File: config.mk
export PLATFORM = sky130hd
export DESIGN_NAME = wb_arbiter_2to1
export DESIGN_NICKNAME = d
export VERILOG_FILES = /design/src/rtl/wb_arbiter_pkg.sv /design/src/rtl/wb_arbiter_2to1_rr_pick.sv /design/src/rtl/wb_arbiter_2to1.sv
export SDC_FILE = /design/constraint.sdc
export NUM_CORES = 1
export LEC_CHECK = 0
export ABC_AREA = 1
export CELL_PAD_IN_SITES_DETAIL_PLACEMENT = 1
export CELL_PAD_IN_SITES_GLOBAL_PLACEMENT = 1
export CORE_ASPECT_RATIO = 1.4
export CORE_MARGIN = 3
export CORE_UTILIZATION = 11
export CTS_BUF_LIST = sky130_fd_sc_hd__clkbuf_4
export CTS_CLUSTER_DIAMETER = 200
export DETAILED_ROUTE_END_ITERATION = 12
export MAX_ROUTING_LAYER = met4
export PLACE_DENSITY = 0.88
export SKIP_CTS_REPAIR_TIMING = 1
export SLEW_MARGIN = 20
export SYNTH_ARGS = -nofsm -noshare
export SYNTH_HDL_FRONTEND = slang
export SYNTH_SLANG_ARGS = --single-unit
File: constraint.sdc
create_clock -name clk_i -period 1.51 [get_ports clk_i]
set_clock_uncertainty 0.2 [all_clocks]
set_input_delay 0.302 -clock clk_i [delete_from_list [all_inputs] [get_ports clk_i]]
set_output_delay 0.302 -clock clk_i [all_outputs]
set_load 0.01 [all_outputs]
File: src/rtl/wb_arbiter_pkg.sv
// Shared types for the 2:1 Wishbone arbiter.
// Optional bus timeout: WB_ARBITER_TIMEOUT_EN.
package wb_arbiter_pkg;

  typedef enum logic [1:0] {
    ST_IDLE   = 2'd0,
    ST_GRANT0 = 2'd1,
    ST_GRANT1 = 2'd2,
    ST_ABORT  = 2'd3
  } arb_state_e;

  localparam logic GNT_M0 = 1'b0;
  localparam logic GNT_M1 = 1'b1;

  localparam int DEF_TIMEOUT_CYCLES = 255;

  function automatic arb_state_e grant_state(
    input logic idx
  );
    return idx ? ST_GRANT1 : ST_GRANT0;
  endfunction

endpackage

File: src/rtl/wb_arbiter_2to1_rr_pick.sv
// Two-way round-robin picker.
// A tie goes to the master that was not granted last.
module wb_rr_pick
  import wb_arbiter_pkg::*;
(
  input  logic [1:0] req_i,
  input  logic       last_grant_i,
  output logic       valid_o,
  output logic       grant_idx_o
);

  // pick a single requester, or alternate on a tie
  always_comb begin
    valid_o     = |req_i;
    grant_idx_o = GNT_M0;
    unique case (req_i)
      2'b01:   grant_idx_o = GNT_M0;
      2'b10:   grant_idx_o = GNT_M1;
      2'b11:   grant_idx_o = ~last_grant_i;
      default: grant_idx_o = GNT_M0;
    endcase
  end

endmodule

File: src/rtl/wb_arbiter_2to1.sv
// 2:1 Wishbone arbiter, grant held for a whole CYC span.
// Optional bus timeout: WB_ARBITER_TIMEOUT_EN.
module wb_arbiter_2to1
  import wb_arbiter_pkg::*;
#(
  parameter int ADDR_WIDTH     = 24,
  parameter int TIMEOUT_CYCLES = DEF_TIMEOUT_CYCLES
) (
  input  logic                  clk_i,
  input  logic                  rst_i,
  input  logic                  m0_cyc_i,
  input  logic                  m0_stb_i,
  input  logic                  m0_we_i,
  input  logic [ADDR_WIDTH-1:0] m0_adr_i,
  input  logic [7:0]            m0_dat_i,
  output logic                  m0_ack_o,
  output logic                  m0_err_o,
  output logic                  m0_rty_o,
  output logic [7:0]            m0_dat_o,
  input  logic                  m1_cyc_i,
  input  logic                  m1_stb_i,
  input  logic                  m1_we_i,
  input  logic [ADDR_WIDTH-1:0] m1_adr_i,
  input  logic [7:0]            m1_dat_i,
  output logic                  m1_ack_o,
  output logic                  m1_err_o,
  output logic                  m1_rty_o,
  output logic [7:0]            m1_dat_o,
  output logic                  s_cyc_o,
  output logic                  s_stb_o,
  output logic                  s_we_o,
  output logic [ADDR_WIDTH-1:0] s_adr_o,
  output logic [7:0]            s_dat_o,
  input  logic                  s_ack_i,
  input  logic                  s_err_i,
  input  logic                  s_rty_i,
  input  logic [7:0]            s_dat_i
);

  if (TIMEOUT_CYCLES < 1 || TIMEOUT_CYCLES > 255) begin : g_bad_to
    $error("TIMEOUT_CYCLES must be 1..255");
  end

  arb_state_e state_q, state_d;
  logic       last_q, last_d;
  logic [1:0] req;
  logic       pick_valid;
  logic       pick_idx;
  logic       owner_cyc;
  logic       timeout;

  assign req       = {m1_cyc_i, m0_cyc_i};
  assign owner_cyc = last_q ? m1_cyc_i : m0_cyc_i;

  wb_rr_pick u_pick (
    .req_i        (req),
    .last_grant_i (last_q),
    .valid_o      (pick_valid),
    .grant_idx_o  (pick_idx)
  );

`ifdef WB_ARBITER_TIMEOUT_EN
  localparam logic [7:0] TO_LIMIT = 8'(TIMEOUT_CYCLES);

  logic [7:0] cnt_q, cnt_d;
  logic       granted;
  logic       owner_stb;
  logic       s_rsp;

  assign granted   = (state_q == ST_GRANT0) ||
                     (state_q == ST_GRANT1);
  assign owner_stb = last_q ? m1_stb_i : m0_stb_i;
  assign s_rsp     = s_ack_i | s_err_i | s_rty_i;
  assign timeout   = granted && owner_cyc &&
                     (cnt_q == TO_LIMIT);

  // count stalled strobe cycles of the current owner
  always_comb begin
    cnt_d = '0;
    if (granted && owner_cyc && !timeout) begin
      if (s_rsp)
        cnt_d = '0;
      else if (owner_stb)
        cnt_d = cnt_q + 8'd1;
      else
        cnt_d = cnt_q;
    end
  end

  // stall counter register
  always_ff @(posedge clk_i) begin
    if (rst_i)
      cnt_q <= '0;
    else
      cnt_q <= cnt_d;
  end
`else
  assign timeout = 1'b0;
`endif

  // state and last-grant registers
  always_ff @(posedge clk_i) begin
    if (rst_i) begin
      state_q <= ST_IDLE;
      last_q  <= GNT_M1;
    end else begin
      state_q <= state_d;
      last_q  <= last_d;
    end
  end

  // next state: hold the grant until the owner drops CYC
  always_comb begin
    logic rearb;
    rearb   = 1'b0;
    state_d = state_q;
    last_d  = last_q;
    unique case (state_q)
      ST_IDLE: rearb = 1'b1;
      ST_GRANT0,
      ST_GRANT1: begin
        if (!owner_cyc)
          rearb = 1'b1;
        else if (timeout)
          state_d = ST_ABORT;
      end
      ST_ABORT: begin
        if (!owner_cyc)
          rearb = 1'b1;
      end
      default: state_d = ST_IDLE;
    endcase
    if (rearb) begin
      if (pick_valid) begin
        state_d = grant_state(pick_idx);
        last_d  = pick_idx;
      end else begin
        state_d = ST_IDLE;
      end
    end
  end

  // outputs: mux the owner onto the slave, route responses back
  always_comb begin
    s_cyc_o  = 1'b0;
    s_stb_o  = 1'b0;
    s_we_o   = 1'b0;
    s_adr_o  = '0;
    s_dat_o  = '0;
    m0_ack_o = 1'b0;
    m0_err_o = 1'b0;
    m0_rty_o = 1'b0;
    m0_dat_o = '0;
    m1_ack_o = 1'b0;
    m1_err_o = 1'b0;
    m1_rty_o = 1'b0;
    m1_dat_o = '0;
    unique case (state_q)
      ST_GRANT0: begin
        s_cyc_o  = m0_cyc_i;
        s_stb_o  = m0_stb_i;
        s_we_o   = m0_we_i;
        s_adr_o  = m0_adr_i;
        s_dat_o  = m0_dat_i;
        m0_ack_o = s_ack_i;
        m0_err_o = s_err_i;
        m0_rty_o = s_rty_i;
        m0_dat_o = s_dat_i;
      end
      ST_GRANT1: begin
        s_cyc_o  = m1_cyc_i;
        s_stb_o  = m1_stb_i;
        s_we_o   = m1_we_i;
        s_adr_o  = m1_adr_i;
        s_dat_o  = m1_dat_i;
        m1_ack_o = s_ack_i;
        m1_err_o = s_err_i;
        m1_rty_o = s_rty_i;
        m1_dat_o = s_dat_i;
      end
      default: ;
    endcase
    if (timeout) begin
      s_cyc_o  = 1'b0;
      s_stb_o  = 1'b0;
      m0_ack_o = 1'b0;
      m0_rty_o = 1'b0;
      m1_ack_o = 1'b0;
      m1_rty_o = 1'b0;
      m0_err_o = (last_q == GNT_M0);
      m1_err_o = (last_q == GNT_M1);
    end
  end

endmodule

* Yosys cells after proc, flatten, opt, wreduce, memory -nomap -nowiden *
Index checks and enable logic that the tools add are counted.

storage, ports and cells
  flip-flop bits (word level) = 3
  input port bits = 83
  output and inout port bits = 57

cells by class
  equality and inequality tests = 5
  muxes and demuxes = 19
  bitwise logic cells = 1
  reductions and logical operators = 4

operators with widths
  operator              number
  $pmux W24 S2          1
  $mux W8               2
  $pmux W8 S2           1
  $pmux W1 S2           5
  $eq A2 B2 Y1 const B  4
  $mux W1               8
  $mux W2               2
  $reduce_or A3 Y1      1
  $eq A2 B1 Y1 const B  1
  $logic_not A2 Y1      1
  $reduce_and A2 Y1     1
  $reduce_or A2 Y1      1
  $not A1 Y1            1

* Longest topological paths before layout *
Gate-level depths: netlist of run 1.

  depth in word-level cells = 4
  gate-level depth with buffers = 7
  mapped depth without buffers = 7

* By module *
Synthesis of run 1 repeated with hierarchy kept, for this count alone.

unflattened totals
  cell total of the unflattened synthesis = 198
  area, all modules = 972.2 sq um

by module, submodules not included
  module           instances  cells an instance  area each (sq um)  sequential area each (sq um)
  wb_arbiter_2to1  1          195                957.2              60.1
  wb_rr_pick       1          3                  15.0               0.0

* Worst setup path before layout of run 1 *
OpenSTA, ideal clock, no wires.

  path kind = reg2out
  start point = register state_q[0]
  end point = output s_adr_o[10]
  arrival = 1097 ps
  data required time = 1008 ps
  slack = -89 ps
  stages on the path, launching flop included = 6
  path buffers = 1
  cells stage by stage = dfxtp_1 > inv_1 > ha_1 > inv_2 > buf_2 > a21oi_1

on the way
  cells in the longest elaborated chain, start to end = 2
  elaborated cells on any way between the ends = 3

ends and longest elaborated chain
  element                                       line                    RTL
  start, declared                               wb_arbiter_2to1.sv:44   arb_state_e state_q, state_d;
  start signal, assigned                        wb_arbiter_2to1.sv:107  state_q <= state_d;
  $eq A2 B2 Y1 or $eq A2 B1 Y1 (tied branches)  wb_arbiter_2to1.sv:158  unique case (state_q)
  $pmux W24 S2 (*)                              wb_arbiter_2to1.sv:158
  end, declared                                 wb_arbiter_2to1.sv:32   output logic [ADDR_WIDTH-1:0] s_adr_o,

Every way passes the cells marked *; elsewhere a longest branch is shown, timed or not.

* Final worst setup path of run 1 *
  start point = register state_q[0]
  end point = output s_adr_o[21]

Same word-level chain as after synthesis.

==> results of run 1 <==
-- worst register-to-register path: stages (launching register included) --
cell and delay [ns]:
dfxtp_4 0.37, inv_4 0.05, ha_4 0.14, inv_1 0.11, nand2_1 0.09, o21ai_0 0.08
nand2_1 0.08, nand3_1 0.07
-- logic make-up after synthesis --
| logic type | synth area share (%) |
|---|---|
| buffers and inverters | 25.0 |
| AO/OA/AOI/OAI | 22.4 |
| flip-flops | 6.36 |
| adder cells (fa/ha/maj) | 3.97 |
| AND/OR/NAND/NOR | 42.3 |
-- routing by layer --
metal / vias to the layer above / wire length [um] / track usage [%]
met5: - / 0 / -
met4: 0 / 140 / 3.54
met3: 10 / 306 / 2.06
met2: 67 / 4210 / 25.4
met1: 880 / 2260 / 10.7
li1: 906 / - / -
-- layout by cell type (no fill, tap or decap), drive strengths merged --
cell | Yosys | final
a21oi | 39 | 39
nand2 | 101 | 101
o21ai | 1 | 1
inv | 30 | 30
nand3 | 4 | 4
dfxtp | 3 | 3
ha | 3 | 3
clkdlybuf4s50 | 0 | 82
buf | 13 | 70
clkbuf | 0 | 18
-- flip-flops by register name, indices dropped and copies added (netlist names) --
register	cells
state_q	2
last_q	1
-- where the power goes --
part	internal, mW	switching, mW	total [mW]
logic	0.580	0.499	1.08
registers	0.0868	0.0123	0.0991
clock network	0.117	0.0423	0.159
total	0.784	0.553	1.34
-- stage by stage --
step	hold WS, ns	utilization [%]	cells
after floorplan	0.157	-	194
after global placement	0.293	35.4	436
after detailed placement	0.298	35.4	436
after CTS	0.304	35.8	440
after global routing	0.364	40.0	453
final	0.334	40.0	453
-- final timing paths --
path	endpoint	slack, ns	cells past startpoint
max	s_adr_o[21]	-0.47	8
min	state_q[1]$_SDFFE_PP0P_	0.33	2
max reg2reg	last_q$_SDFFE_PP1P_	0.25	7
min reg2reg	state_q[1]$_SDFFE_PP0P_	0.33	2
-- area by class of cell --
type | count | area share (%)
Timing Repair Buffer | 166 | 52.9
Clock buffer | 4 | 0.910
Sequential cell | 3 | 2.05
Tap cell | 102 | 3.87
Inverter | 30 | 3.79
Multi-Input combinational cell | 148 | 36.5
==> flow_summary.yaml, run 1 <==
critical_path:
  start_kind: "register"
  cpMostUsedCell: "buf_6"
  crit_fanout: 5
  required_ns: 1.01
  cp_slowest_stage_delay_ns: 0.36
  cp-end-kind: "output port"
  critPathLaunch: "state_q[0]$_SDFFE_PP0P_"
  cp_slowest_cell: "dfxtp_4"
  crit_chain: "inv_4 -> ha_4 -> buf_6 -> buf_6 -> clkbuf_16 -> nand2_2 -> a21oi_4 -> buf_6"
  path_class: "reg2out"
  crit_buf_inv: 5
  cp.arrival_ns: 1.48
  crit_family: "buffers and inverters"
  r2r-start: "state_q[1]$_SDFFE_PP0P_"
routing:
  routed_via_density: 4.11
  final_antenna_net_count: 0
  dr.pass1.iters: 4
  finalWirelength_um: 6920
  via_count: 1863
  wl_per_cell_um: 15.3
  drcViolationCount: 0
  drt_iter0_drc: 35
logic_synthesis:
  postSynth.asyncResetShare_pct: 0
  synthFlopType: "dfxtp_1"
  syn-num-nets: 280
  yosysUniqueCellTypes: 13
  synth_top_area_share_pct: 40.1
  synth_area_sq_um: 945
  ys_ff_latch: 3
  ys_warn_count: 0
  netlist_top_cells_count: "nand2_1 (101), a21oi_1 (36), inv_1 (28)"
  syn_area_per_cell_sq_um: 4.87
  synth_area_leaders: "nand2_1 (40%), a21oi_1 (19%), inv_1 (11%)"
  yosysMostFrequentCell: "nand2_1"
  synth_edf_count: 0
  synth_largest_area_cell: "nand2_1"
  seq_area_frac_synth_pct: 6.36
  synthCells: 194
floorplan:
  core_region_area_sq_mm: 0.00825
  floorplan.rows: 39
  start_util_pct: 11.5
  num_io_pins: 140
  die_y_um: 116
  die-area_sq_mm: 0.00975
  die_w_um: 84.3
timing:
  report.final.slew_viol_count: 0
  fmax_ghz: 0.504
  rsz0062_at_grt: "yes"
  hold_viol: 0
  period_share_pct: 131
  max-slew-margin-rel_pct: 87.1
  fin_crit_ns: 1.98
  finalSetupViolations: 57
  worst_slew_pin_slew_ns: 0.193
  fin_ws_ns: -0.472
  tns_ns: -19.57
clocking:
  cts_num_sinks: 3
  cts.htree.levels: 1
  cts_root_buf: "clkbuf_4"
  tritoncts: "yes"
  cts_buffers: 3
  cts_buffer_depth: 2
  clk_latency_ns: 0.23
  clk_pin_slew_worst_paths_ns: 0.04
layout:
  area_growth_syn_to_layout_pct: 249
  nets: 438
  diodes: 0
  drive_gt1_share_pct: 52.4
  fin_area_sq_mm: 0.00330
  fillers: 988
  multi_input_area_sq_mm: 0.00120
  regArea_sq_um: 67.6
placement:
  post-place-ws_ns: -0.657
  gp_congestion: 0.753
  placed_cell_area_sq_mm: 0.00292
  io_buffers: 139
  post-dp-hpwl_um: 5410
global_routing:
  grt_pass1_wl_um: 9320
  track_usage_pct: 12.1
  grt.overflow.total: 0
  grt_max_degree: 26
  antenna_found_initial: 0
  grt_pass1_vias: 1957
run_status:
  violations: "negative setup slack"
  status: "finished, violations left"
pwr:
  power_mw: 1.34
  power.leakage_nw: 1.42
  ir_worst_vdd_mv: 0.347
  power_density_mw_per_mm2: 405
worst_hold_path:
  min_path_type: "reg2reg"
  min_from: "state_q[1]$_SDFFE_PP0P_"
job:
  maxCapViolations: 0
(Power assumes the default switching activity.)
==> run 2, diff against run 1 <==
--- a/config.mk
+++ b/config.mk
@@ -10,12 +10,13 @@
 export CELL_PAD_IN_SITES_GLOBAL_PLACEMENT = 1
 export CORE_ASPECT_RATIO = 1.4
 export CORE_MARGIN = 3
-export CORE_UTILIZATION = 11
+export CORE_UTILIZATION = 13
 export CTS_BUF_LIST = sky130_fd_sc_hd__clkbuf_4
 export CTS_CLUSTER_DIAMETER = 200
 export DETAILED_ROUTE_END_ITERATION = 12
 export MAX_ROUTING_LAYER = met4
-export PLACE_DENSITY = 0.88
+export PLACE_DENSITY = 0.95
+export SETUP_SLACK_MARGIN = 0.05
 export SKIP_CTS_REPAIR_TIMING = 1
 export SLEW_MARGIN = 20
 export SYNTH_ARGS = -nofsm -noshare
==> constraint.sdc (replaced) <==
create_clock -name clk_i -period 2 [get_ports clk_i]
set_clock_uncertainty 0.2 [all_clocks]
set_input_delay 0.4 -clock clk_i [delete_from_list [all_inputs] [get_ports clk_i]]
set_output_delay 0.4 -clock clk_i [all_outputs]
set_load 0.01 [all_outputs]
==> run 2 against run 1 <==
The flow still finishes with violations (negative setup slack). Sequential share of layout area up 0.44 points. Count of clock-buffer cells in the layout did not move. Final cell count is 2.0% lower. Routed wire length decreased by 10%. Largest power group unchanged.
==> flow_summary.yaml, run 2 (same netlist as run 1, synthesis figures left out) <==
run_status:
  status: "finished, violations left"
  violations: "negative setup slack"
placement:
  io_buffers: 139
  placed_cell_area_sq_mm: 0.00249
  post-dp-hpwl_um: 4970
  gp_congestion: 0.759
  post-place-ws_ns: -0.277
critical_path:
  cp-end-kind: "output port"
  cp.arrival_ns: 1.49
  cp_slowest_cell: "dfxtp_4"
  path_class: "reg2out"
  crit_fanout: 8
  cp_slowest_stage_delay_ns: 0.36
  cpMostUsedCell: "buf_6"
  required_ns: 1.40
  r2r-start: "state_q[0]$_SDFFE_PP0P_"
  crit_family: "buffers and inverters"
  crit_chain: "inv_4 -> ha_4 -> buf_12 -> buf_6 -> buf_6 -> nand2_1 -> a21oi_2 -> buf_2"
  start_kind: "register"
  crit_buf_inv: 5
  critPathLaunch: "state_q[1]$_SDFFE_PP0P_"
pwr:
  p_int_mw: 0.501
  ir_worst_vdd_mv: 0.208
  power_density_mw_per_mm2: 300
  swShare_pct: 38.4
  switchingPower_mw: 0.312
  power_frac_seq_pct: 9.2
  power.leakage_nw: 1.44
  comb_power_share_pct: 76.6
  p_clk_share_pct: 14.3
global_routing:
  grt.overflow.total: 0
  antenna_found_initial: 0
  grt_pass1_wl_um: 8690
  grt_max_degree: 25
  track_usage_pct: 13.1
  grt_pass1_vias: 1923
job:
  maxCapViolations: 0
layout:
  fillers: 903
  drive_gt1_share_pct: 37.5
  largest_reg_flops: 2
  top_regs: "state_q x2, last_q x1"
  regMostFlops: "state_q"
  multi_input_area_sq_um: 825
  area_growth_syn_to_layout_pct: 187
  final_common_cell: "nand2_1"
  diodes: 0
  nets: 436
  fin_area_sq_mm: 0.00271
  regArea_sq_um: 67.6
  mostFrequentLayoutCells: "nand2_1 (89), clkdlybuf4s50_1 (82), buf_2 (33), a21oi_2 (28), inv_1 (19)"
timing:
  period_share_pct: 105
  max-slew-margin-rel_pct: 86.6
  report.final.slew_viol_count: 0
  worst_slew_pin_slew_ns: 0.200
  fin_crit_ns: 2.09
  hold_viol: 0
  fin_ws_ns: -0.0918
  finalSetupViolations: 35
  rsz0062_at_grt: "yes"
  tns_ns: -1.83
  fmax_ghz: 0.478
clocking:
  cts_buffer_depth: 2
  clk_latency_ns: 0.23
  cts_num_sinks: 3
  cts.htree.levels: 1
  tritoncts: "yes"
  cts_root_buf: "clkbuf_4"
  cts_buffers: 3
  clk_pin_slew_worst_paths_ns: 0.03
routing:
  m1WireLength_um: 2120
  wl_met2_um: 3630
  drt_iter0_drc: 19
  finalWirelength_um: 6220
  routed_via_density: 4.15
  dr.pass1.iters: 3
  highest_layer: "met4"
  met3_length_um: 325
  final_antenna_net_count: 0
  drcViolationCount: 0
  wl_per_cell_um: 14.0
  via_count: 1843
floorplan:
  num_io_pins: 140
  start_util_pct: 13.4
  die_y_um: 107
  floorplan.rows: 36
  die_w_um: 78.0
  die-area_sq_mm: 0.00834
  core_region_area_sq_mm: 0.00703
worst_hold_path:
  min_path_type: "reg2reg"
  min_from: "state_q[0]$_SDFFE_PP0P_"
==> run 2: cell count changes in the layout (fill, tap and decap cells not counted), sizes merged <==
cell	delta
buf	-4
clkbuf	-9
dlymetal6s2s	+11
==> run 2: through the flow <==
step	cells	util, %	hold WS (ns)	power [mW]
3_3_place_gp	429	35.4	0.293	0.602
3_5_place_dp	429	35.4	0.310	0.622
5_1_grt	444	38.6	0.361	0.878
4_1_cts	433	35.8	0.317	0.744
2_1_floorplan	194	-	0.262	0.274
6_report	444	38.6	0.337	0.813
==> run 2: worst paths after layout <==
| path | to | slack (ns) | cells past startpoint |
|---|---|---|---|
| setup / recovery | s_adr_o[3] | -0.09 | 8 |
| hold / removal | state_q[0]$_SDFFE_PP0P_ | 0.34 | 2 |
| setup reg to reg | last_q$_SDFFE_PP1P_ | 0.65 | 8 |
| hold reg to reg | state_q[0]$_SDFFE_PP0P_ | 0.34 | 2 |
==> run 2: layout make-up <==
cell class	count	share of cell area [%]
inverter	30	4.52
multi-input combinational	148	30.4
timing repair buffer	164	57.1
tap	95	4.38
sequential	3	2.49
clock buffer	4	1.11
==> run 2: power by group through the flow <==
stage	clock network (mW)	registers (mW)	logic (mW)
4_1_cts	0.121	0.0718	0.551
3_3_place_gp	0	0.0720	0.530
3_5_place_dp	0	0.0727	0.549
6_report	0.116	0.0747	0.623
5_1_grt	0.130	0.0753	0.672
2_1_floorplan	0	0.0711	0.203
==> run 2: worst min-delay path, stage by stage, from the launching register on <==
cell	delay (ns)
dfxtp_4	0.35
nand3_1	0.10
a21oi_2	0.05
==> run 2: per-layer routing <==
| metal | global-route usage [%] | vias up |
|---|---|---|
| met5 | - | - |
| met4 | 2.50 | 0 |
| met3 | 2.35 | 14 |
| met2 | 27.8 | 75 |
| met1 | 11.7 | 857 |
| li1 | - | 897 |
==> run 3, diff against run 2 <==
--- a/config.mk
+++ b/config.mk
@@ -14,7 +14,6 @@
 export CTS_BUF_LIST = sky130_fd_sc_hd__clkbuf_4
 export CTS_CLUSTER_DIAMETER = 200
 export DETAILED_ROUTE_END_ITERATION = 12
-export MAX_ROUTING_LAYER = met4
 export PLACE_DENSITY = 0.95
 export SETUP_SLACK_MARGIN = 0.05
 export SKIP_CTS_REPAIR_TIMING = 1
==> run 3 against run 2 <==
The run still ends with negative setup slack left. Sequential share of layout area about the same. Global-route usage decreased by 0.34 points. Utilization shrank 0.12 points. Worst hold slack is essentially flat. Die area did not move. Non-clock buffer count unchanged. Design area is 0.32% lower. Via count shrank 0.71%.
==> flow_summary.yaml, run 3 (same netlist as run 1, synthesis figures left out) <==
global_routing:
  antenna_found_initial: 0
  grt_pass1_vias: 1918
  busiest_layer: "met2"
  track_usage_pct: 12.7
  grtUsageMet1_pct: 11.4
  grtUsageMet3_pct: 2.69
  grt_pass1_wl_um: 8690
  grt_use_met2_pct: 27.8
  grt.overflow.total: 0
  grt_max_degree: 25
critical_path:
  required_ns: 1.40
  cp_slowest_stage_delay_ns: 0.36
  cp-end-kind: "output port"
  crit_family: "buffers and inverters"
  cp_slowest_cell: "dfxtp_4"
  crit_fanout: 8
  start_kind: "register"
  crit_chain: "inv_4 -> ha_4 -> buf_12 -> buf_4 -> buf_6 -> nand2_1 -> a21oi_2 -> buf_2"
  cp.arrival_ns: 1.51
  path_class: "reg2out"
  crit_buf_inv: 5
layout:
  nets: 436
  drive_gt1_share_pct: 37.8
  largest_reg_flops: 2
  instances_no_fill: 444
  area_growth_syn_to_layout_pct: 186
  fin_area_sq_mm: 0.00270
  diodes: 0
  mostFrequentLayoutCells: "nand2_1 (90), clkdlybuf4s50_1 (82), buf_2 (33), a21oi_2 (30), inv_1 (19)"
  regMostFlops: "state_q"
  final_common_cell: "nand2_1"
  top_regs: "state_q x2, last_q x1"
placement:
  dp.cells: 429
  post-place-ws_ns: -0.277
  gp_congestion: 0.749
  io_buffers: 139
  placed_cell_area_sq_mm: 0.00249
  post-dp-hpwl_um: 4970
clocking:
  tritoncts: "yes"
  clk_latency_ns: 0.23
  cts_buffers: 3
  cts_num_sinks: 3
  cts.htree.levels: 1
  clk_pin_slew_worst_paths_ns: 0.03
  cts_buffer_depth: 2
  cts_root_buf: "clkbuf_4"
floorplan:
  core_region_area_sq_mm: 0.00703
  die_y_um: 107
  die-area_sq_mm: 0.00834
  num_io_pins: 140
  die_w_um: 78.0
  floorplan.rows: 36
  start_util_pct: 13.4
routing:
  wl_per_cell_um: 14.2
  drcViolationCount: 0
  routed_via_density: 4.12
  dr.pass1.iters: 4
  final_antenna_net_count: 0
  drt_iter0_drc: 28
  via_count: 1830
  finalWirelength_um: 6290
pwr:
  power_mw: 0.813
  power.leakage_nw: 1.43
  ir_worst_vdd_mv: 0.212
  power_density_mw_per_mm2: 301
timing:
  period_share_pct: 105
  worst_slew_pin_slew_ns: 0.200
  report.final.slew_viol_count: 0
  fmax_ghz: 0.475
  rsz0062_at_grt: "yes"
  max-slew-margin-rel_pct: 86.6
  fin_ws_ns: -0.106
  finalSetupViolations: 35
  fin_crit_ns: 2.11
  hold_viol: 0
worst_hold_path:
  min_path_type: "reg2reg"
run_status:
  status: "finished, violations left"
  violations: "negative setup slack"
job:
  maxCapViolations: 0
-- run 3: cell types whose count changed in the layout (fill, tap and decap cells not counted), sizes merged --
| cell | delta |
|---|---|
| buf | -1 |
| clkbuf | +1 |
-- run 3: per-stage QoR --
stage	util [%]	TNS [ns]	hold WS [ns]
after global placement	35.4	-10.16	0.293
final	38.5	-1.97	0.337
after CTS	35.8	-25.28	0.317
after floorplan	-	0	0.262
after detailed placement	35.4	-11.68	0.310
after global routing	38.5	-4.59	0.361
-- run 3: final timing paths --
check | startpoint | to | slack, ns | cells past startpoint
setup / recovery | state_q[1]$_SDFFE_PP0P_ | s_adr_o[3] | -0.11 | 8
hold / removal | state_q[0]$_SDFFE_PP0P_ | state_q[0]$_SDFFE_PP0P_ | 0.34 | 2
setup reg to reg | state_q[0]$_SDFFE_PP0P_ | last_q$_SDFFE_PP1P_ | 0.64 | 8
hold reg to reg | state_q[0]$_SDFFE_PP0P_ | state_q[0]$_SDFFE_PP0P_ | 0.34 | 2
-- run 3: metal layers --
layer | vias up | share of wire (%) | wire length [um]
met4 | 0 | 2.4 | 149
li1 | 895 | - | -
met2 | 77 | 58 | 3670
met5 | - | 0 | 0
met3 | 12 | 5.1 | 323
met1 | 846 | 34 | 2150
-- run 3: tightest hold or removal path: cells and delay by family, from the launching register on --
family | cells | cell delay (ns)
and+or+nand+nor | 1 | 0.10
DFF | 1 | 0.35
AOI/OAI and AO/OA | 1 | 0.05
-- run 3: cell type report --
type	count	area, sq um
clock buffer	4	30.0
fill	900	4320
inverter	30	123
multi-input combinational	148	830
sequential	3	67.6
tap	95	119
timing repair buffer	164	1540
-- run 3: power breakdown --
group | switching [mW] | total [mW] | internal, mW
logic | 0.277 | 0.622 | 0.345
clock network | 0.0285 | 0.117 | 0.0881
registers | 0.00921 | 0.0748 | 0.0656
total | 0.315 | 0.813 | 0.498
